File: src/rtl/layer_output_reader_pkg.sv
// rtl/layer_output_reader_pkg.sv - shared network package: reader FSM states and layer defaults
package layer_output_reader_pkg;

  localparam int DEFAULT_DATA_WIDTH     = 32;
  localparam int DEFAULT_NUMBER_OF_NODE = 32;

  typedef enum logic {
    ST_COLLECT = 1'b0,
    ST_STREAM  = 1'b1
  } state_e;

endpackage

File: src/rtl/layer_output_reader.sv
// rtl/layer_output_reader.sv - captures one result per node, then streams them out in node order
module layer_output_reader
  import layer_output_reader_pkg::*;
#(
  parameter int DATA_WIDTH     = DEFAULT_DATA_WIDTH,
  parameter int NUMBER_OF_NODE = DEFAULT_NUMBER_OF_NODE,
  parameter int INDEX_WIDTH    = 10
) (
  input  logic                                 clk,
  input  logic                                 rst_n,
  input  logic [NUMBER_OF_NODE-1:0]            i_node_valid,
  input  logic [NUMBER_OF_NODE*DATA_WIDTH-1:0] i_node_data,
  output logic                                 o_valid,
  input  logic                                 i_ready,
  output logic [DATA_WIDTH-1:0]                o_data,
  output logic [INDEX_WIDTH-1:0]               o_index,
  output logic                                 o_last,
  output logic                                 o_done,
  output logic                                 o_overrun
);

  localparam int SEL_W = (NUMBER_OF_NODE > 1) ? $clog2(NUMBER_OF_NODE) : 1;
  localparam logic [INDEX_WIDTH-1:0] LAST_IDX = INDEX_WIDTH'(NUMBER_OF_NODE - 1);

  state_e                    state_q, state_d;
  logic [NUMBER_OF_NODE-1:0] mask_q, mask_d;
  logic [DATA_WIDTH-1:0]     bank_q [NUMBER_OF_NODE];
  logic [DATA_WIDTH-1:0]     bank_d [NUMBER_OF_NODE];
  logic [INDEX_WIDTH-1:0]    index_q, index_d;
  logic                      done_q, done_d;
  logic                      overrun_q, overrun_d;

  always_comb begin
    state_d   = state_q;
    mask_d    = mask_q;
    bank_d    = bank_q;
    index_d   = index_q;
    done_d    = 1'b0;
    overrun_d = overrun_q;
    case (state_q)
      ST_COLLECT: begin
        // First strobe wins; later strobes for a captured node are dropped silently.
        for (int k = 0; k < NUMBER_OF_NODE; k++) begin
          if (i_node_valid[k] && !mask_q[k]) begin
            bank_d[k] = i_node_data[k*DATA_WIDTH +: DATA_WIDTH];
            mask_d[k] = 1'b1;
          end
        end
        if (&mask_d) begin
          state_d = ST_STREAM;
          index_d = '0;
        end
      end
      ST_STREAM: begin
        if (|i_node_valid) begin
          overrun_d = 1'b1;
        end
        if (i_ready) begin
          if (index_q == LAST_IDX) begin
            state_d = ST_COLLECT;
            mask_d  = '0;
            index_d = '0;
            done_d  = 1'b1;
          end else begin
            index_d = index_q + INDEX_WIDTH'(1);
          end
        end
      end
      default: state_d = ST_COLLECT;
    endcase
  end

  always_ff @(posedge clk) begin
    if (!rst_n) begin
      state_q   <= ST_COLLECT;
      mask_q    <= '0;
      index_q   <= '0;
      done_q    <= 1'b0;
      overrun_q <= 1'b0;
      for (int k = 0; k < NUMBER_OF_NODE; k++) begin
        bank_q[k] <= '0;
      end
    end else begin
      state_q   <= state_d;
      mask_q    <= mask_d;
      bank_q    <= bank_d;
      index_q   <= index_d;
      done_q    <= done_d;
      overrun_q <= overrun_d;
    end
  end

  assign o_valid   = (state_q == ST_STREAM);
  assign o_data    = o_valid ? bank_q[index_q[SEL_W-1:0]] : '0;
  assign o_index   = index_q;
  assign o_last    = o_valid && (index_q == LAST_IDX);
  assign o_done    = done_q;
  assign o_overrun = overrun_q;

endmodule

File: config.mk
export PLATFORM = sky130hd
export DESIGN_NAME = layer_output_reader
export DESIGN_NICKNAME = d
export VERILOG_FILES = /design/src/rtl/layer_output_reader_pkg.sv /design/src/rtl/layer_output_reader.sv
export SDC_FILE = /design/constraint.sdc
export NUM_CORES = 2
export LEC_CHECK = 0
export CAP_MARGIN = 20
export CORE_AREA = 4 4 432 434
export DETAILED_ROUTE_END_ITERATION = 7
export DIE_AREA = 0 0 436 438
export SYNTH_ARGS = -nofsm -noshare
export SYNTH_HDL_FRONTEND = slang
export SYNTH_SLANG_ARGS = --single-unit
File: constraint.sdc
create_clock -name clk -period 2.5 [get_ports clk]
set_input_delay 0.5 -clock clk [delete_from_list [all_inputs] [get_ports clk]]
set_output_delay 0.5 -clock clk [all_outputs]
set_load 0.02 [all_outputs]
# Word level (Yosys, flattened, before mapping)
# Cells that the tools add are included.
[word_totals]
reg_bits = 1069
rom_bits = 0
n_memories = 0
input_bits = 1059
out_inout_bits = 46
latchBits = 0
ram_bits = 0
[classes]
addsub = 1
mul = 0
reduce_logical = 103
n_mux = 80
shifts = 0
eq_ne = 4
n_bitwise = 2
magnitude_cmp = 1
div_mod_pow = 0
[ops]
columns = ["operator", "n"]
rows = [
  ["$bmux W32 S5", 1],
  ["$mux W32", 5],
  ["$reduce_and A2 Y1", 35],
  ["$mux W1", 68],
  ["$pmux W32 S2", 1],
  ["$logic_and A1 B1 Y1", 33],
  ["$logic_not A1 Y1", 32],
  ["$reduce_and A32 Y1", 1],
  ["$reduce_or A32 Y1", 1],
  ["$mux W10", 3],
  ["$pmux W10 S2", 1],
  ["$add A10 B1 Y10 const B", 1],
  ["$eq A10 B5 Y1 const B", 1],
  ["$ge A6 B6 Y1 const B", 1],
  ["$not A5 Y6", 1],
  ["$ne A2 B2 Y1 const B", 2],
  ["$reduce_and A3 Y1", 1],
  ["$ne A2 B1 Y1 const B", 1],
  ["$pmux W1 S2", 1],
  ["$not A1 Y1", 1],
]

# Depth between registers and ports, before layout
[logic_depth]
word_depth = 7
depth_mapped = 9

# Least setup slack after synthesis
# OpenSTA, ideal clock, no wires.
[synth_timing]
path_kind = "flip-flop to output port"
from = "register index_q[1] (netlist: o_index[1])"
to = "output o_data[0]"
path_stages_with_launch = 7
t_arrival_ns = 2.410
required_time_ns = 2.000
n_path_buf = 3
setup_slack_ns = -0.410
path_cell_list = "dfxtp_1 buf_2 clkbuf_1 clkbuf_1 mux4_2 mux4_2 a22o_1"
[synth_via]
elab_chain_len = 5
[synth_rtl]
columns = ["element", "line_no", "source"]
rows = [
  ["start, declared", "layer_output_reader.sv:29", "logic [INDEX_WIDTH-1:0] index_q, index_d;"],
  ["start signal, assigned", "layer_output_reader.sv:87", "index_q <= index_d;"],
  ["$not A5 Y6 (not written as such)", "layer_output_reader.sv:94", "assign o_data = o_valid ? bank_q[index_q[SEL_W-1:0]] : '0;"],
  ["$bmux W32 S5", "layer_output_reader.sv:94", ""],
  ["$mux W32 (not written as such) (2 in a row)", "layer_output_reader.sv:94", ""],
  ["$mux W32", "layer_output_reader.sv:94", ""],
  ["end, declared", "layer_output_reader.sv:15", "output logic [DATA_WIDTH-1:0] o_data,"],
]
# Every way passes these cells. The select of a mux whose other input is x is not followed.

# Final worst setup path
[layout_timing]
from = "register index_q[0] (netlist: o_index[0])"
to = "output o_data[1]"
# The elaborated chain is that of the path after synthesis.

==> results.ini <==
[synthesis]
synth_warnings = 0
synth_cell_types = 38
synthCells = 5132
synth_xor_xnor_area_share_pct = 0
synth_fa_ha_area_share_pct = 0.0264
ys_seq_area_share_pct = 45.2
yosys-top-cells-area = dfxtp_1, nand2_1, a21boi_0
yosys.area.top_type = dfxtp_1
mappedNetlistArea_mm2 = 0.0473
synthSimpleGateAreaFrac_pct = 18.2
yosys-top-cells-count = nand2_1, dfxtp_1, a21boi_0, clkbuf_1, mux4_2
async_flop_share_pct = 0
synth_area_per_cell_um2 = 9.22
synth_seq_cells = 1069
synth-compound-area-share_pct = 17.8
synth_edf_count = 0
yosysMostFrequentCell = nand2_1
synth_fp_nets = 6192
synth_ff_type = dfxtp_1
synth_top_family_by_area = simple AND/OR/NAND/NOR gates
yosysTopAreaCellShare_pct = 45.2
muxShareOfSynthArea_pct = 15.3

[critical_path]
ff2ff_setup_slack_ps = 10
required_ps = 2000
reg2reg_depth = 11
r2r-start = o_index[0]$_SDFFE_PN0P_
crit_path_end_kind = output port
critPathLaunchType = register
arrival_ps = 3280
r2r-end = mask_q[7]$_SDFFE_PN0P_
crit_type = reg2out
cp_max_fo = 16

[detailed_routing]
drt_first_pass_iters = 6
drtIter0Drc = 5671
post_drt_via_cell_ratio = 5.25
routed_wl_um = 306000
met1Wirelength_um = 118000
wl_met2_um = 130000
avgRoutedWirePerCell_um = 34.7
top_layer = met5
num_vias = 46300
routed-wl-met3_um = 31800
drc = 0
ant_nets = 0

[power_and_ir_drop]
internal_power_mw = 32.7
switching_power_mw = 12.4
power.density_mw_per_mm2 = 661
p_leak_nw = 24.3
power_frac_seq_pct = 42.3
p_clk_share_pct = 43.7
combPwrFrac_pct = 14.1
peakVddDrop_mv = 0.720
switching_share_pct = 27.6

[clock_tree]
clockBufferDepth = 3
ctsHoldBuffers = 0
cts_inserted_buffers = 121
htreeDepth = 3
clock_sinks = 1069
path_clk_slew_ps = 70
cts_tree = yes
clk_latency_ps = 780
clockRootBuffer = clkbuf_16

[global_route]
grt_pass1_vias = 44600
grt_max_degree = 101
grt_pass1_wl_um = 400000
antenna_found_initial = 185
grt_usage_pct = 30.7
grt_overflow = 0

[cells_and_area]
drive_gt1_share_pct = 14.2
fill_cells = 18300
finalNetCount = 7280
final_util_pct = 37.4
syn_to_final_growth_pct = 44.3

[placed_design]
portBuffers = 1104
place_hpwl_um = 249000
post-place-ws_ps = -513
gp_congestion = 1.09

[hold_path]
holdPathEnd = bank_q[476]$_SDFFE_PN0P_
holdCritPathClass = in2reg
hold_depth = 2
worst_hold_startpoint = rst_n

[status]
violations = negative setup slack
status = complete, but fails checks

[run]
drv_cap = 0

[timing]
max_freq_mhz = 265
tightest_slew_ps = 681
setup_viol = 33
slew_headroom_pct = 54.6
min_period_ps = 3780
rsz0062_at_grt = true
period_share_pct = 151
clock-skew-final_ps = 57.4
whs_ps = 173
final_hold_viol_count = 0
setup_slack_ps = -1280
finalMaxSlewViolations = 0

[die]
dieArea_mm2 = 0.191
num_rows = 157
die_h_um = 438
io_pins = 1105
initial_core_util_pct = 25.9
core-area_mm2 = 0.183
die_x_um = 436

## worst max-delay path, stage by stage, from the launching register on
cell and delay, ps:
dfxtp_4 420, buf_12 210, buf_4 160, mux4_2 610, mux4_2 640, a22o_4 300
buf_6 140
## what timing repair did
item | CTS | global route
resized for setup | 61 | 12
pin swaps | 1 | 0
setup buffers | 16 | 4
setup endpoints to repair | 48 | 68
## power by group through the flow
stage	clock network (mW)	logic, mW	registers (mW)
2_1_floorplan	0	2.31	18.8
3_3_place_gp	0	6.20	19.4
3_5_place_dp	0	6.26	19.4
4_1_cts	19.9	6.29	19.0
5_1_grt	20.5	6.61	19.1
6_report	19.7	6.34	19.1
## cell usage in the layout (no fill, tap or decap), types with 3 or more instances in the layout
cell,instances
a21boi_0,1025
clkinv_2,24
nand3b_1,32
nor3b_2,31
buf_12,111
dfxtp_1,1063
nand3_1,6
o41ai_1,5
clkinvlp_4,8
buf_6,27
buf_8,3
bufinv_16,18
o311ai_1,5
mux4_2,320
and3_1,3
nor2b_1,4
a22o_2,3
clkinv_4,4
buf_16,5
nor4_1,11
a22o_4,20
clkbuf_8,27
a31oi_1,4
nand4_1,3
nor2_1,43
buf_4,154
nand2_1,2059
clkbuf_1,19
a21oi_1,34
clkinv_16,4
inv_6,3
dfxtp_4,5
diode_2,109
a22o_1,9
clkdlybuf4s50_1,1067
o22ai_1,16
clkbuf_16,121
nor3_1,3
## metrics by stage
| step | setup TNS, ps | cell area [µm²] | std cells | power (mW) |
|---|---|---|---|---|
| global route | -41660 | 68100 | 8768 | 46.2 |
| floorplan | -1990 | 47600 | 5132 | 21.1 |
| CTS | -40600 | 67900 | 8707 | 45.1 |
| detailed placement | -15410 | 63200 | 8462 | 25.6 |
| finish | -39470 | 68300 | 8820 | 45.1 |
| global placement | -14560 | 63200 | 8462 | 25.6 |
## cell type report
class / count / area [µm²] / area share [%]
clock inverter: 62 / 913 / 1.34
clock buffer: 167 / 3470 / 5.08
antenna: 109 / 273 / 0.400
sequential: 1069 / 21400 / 31.4
tap: 2385 / 2980 / 4.37
inverter: 3 / 11.3 / 0.0165
timing repair buffer: 1370 / 14600 / 21.3
multi-input combinational: 3655 / 24600 / 36.1
## state kept, by name (all words and copies together) (netlist names)
| name | flops |
|---|---|
| o_done | 1 |
| o_index | 10 |
| o_valid | 1 |
| mask_q | 32 |
| bank_q | 1024 |
| o_overrun | 1 |
## how the worst max path moves through the flow
| stage | from | to | slack (ps) | cells after the start |
|---|---|---|---|---|
| 2_1_floorplan | o_index[0]$_SDFFE_PN0P_ | o_data[11] | -60 | 6 |
| 3_3_place_gp | o_index[0]$_SDFFE_PN0P_ | o_data[23] | -490 | 6 |
| 3_5_place_dp | o_index[0]$_SDFFE_PN0P_ | o_data[21] | -510 | 6 |
| 4_1_cts | o_index[0]$_SDFFE_PN0P_ | o_data[21] | -1290 | 6 |
| 5_1_grt | o_index[0]$_SDFFE_PN0P_ | o_data[20] | -1290 | 6 |
| 6_report | o_index[0]$_SDFFE_PN0P_ | o_data[1] | -1280 | 6 |
## cell families after synthesis
| kind of cell | count (synthesis) |
|---|---|
| DFF | 1069 |
| AOI/OAI and AO/OA | 1126 |
| buffers and inverters | 408 |
| and+or+nand+nor | 2206 |
| muxes | 322 |
| adders and majority gates | 1 |
## layer usage
layer	track usage, %	vias up
met2	44.8	2604
met3	10.3	693
met5	0	-
li1	-	19900
met1	37.8	23000
met4	22.2	68
Note: power is estimated with default switching activity, not from simulation.
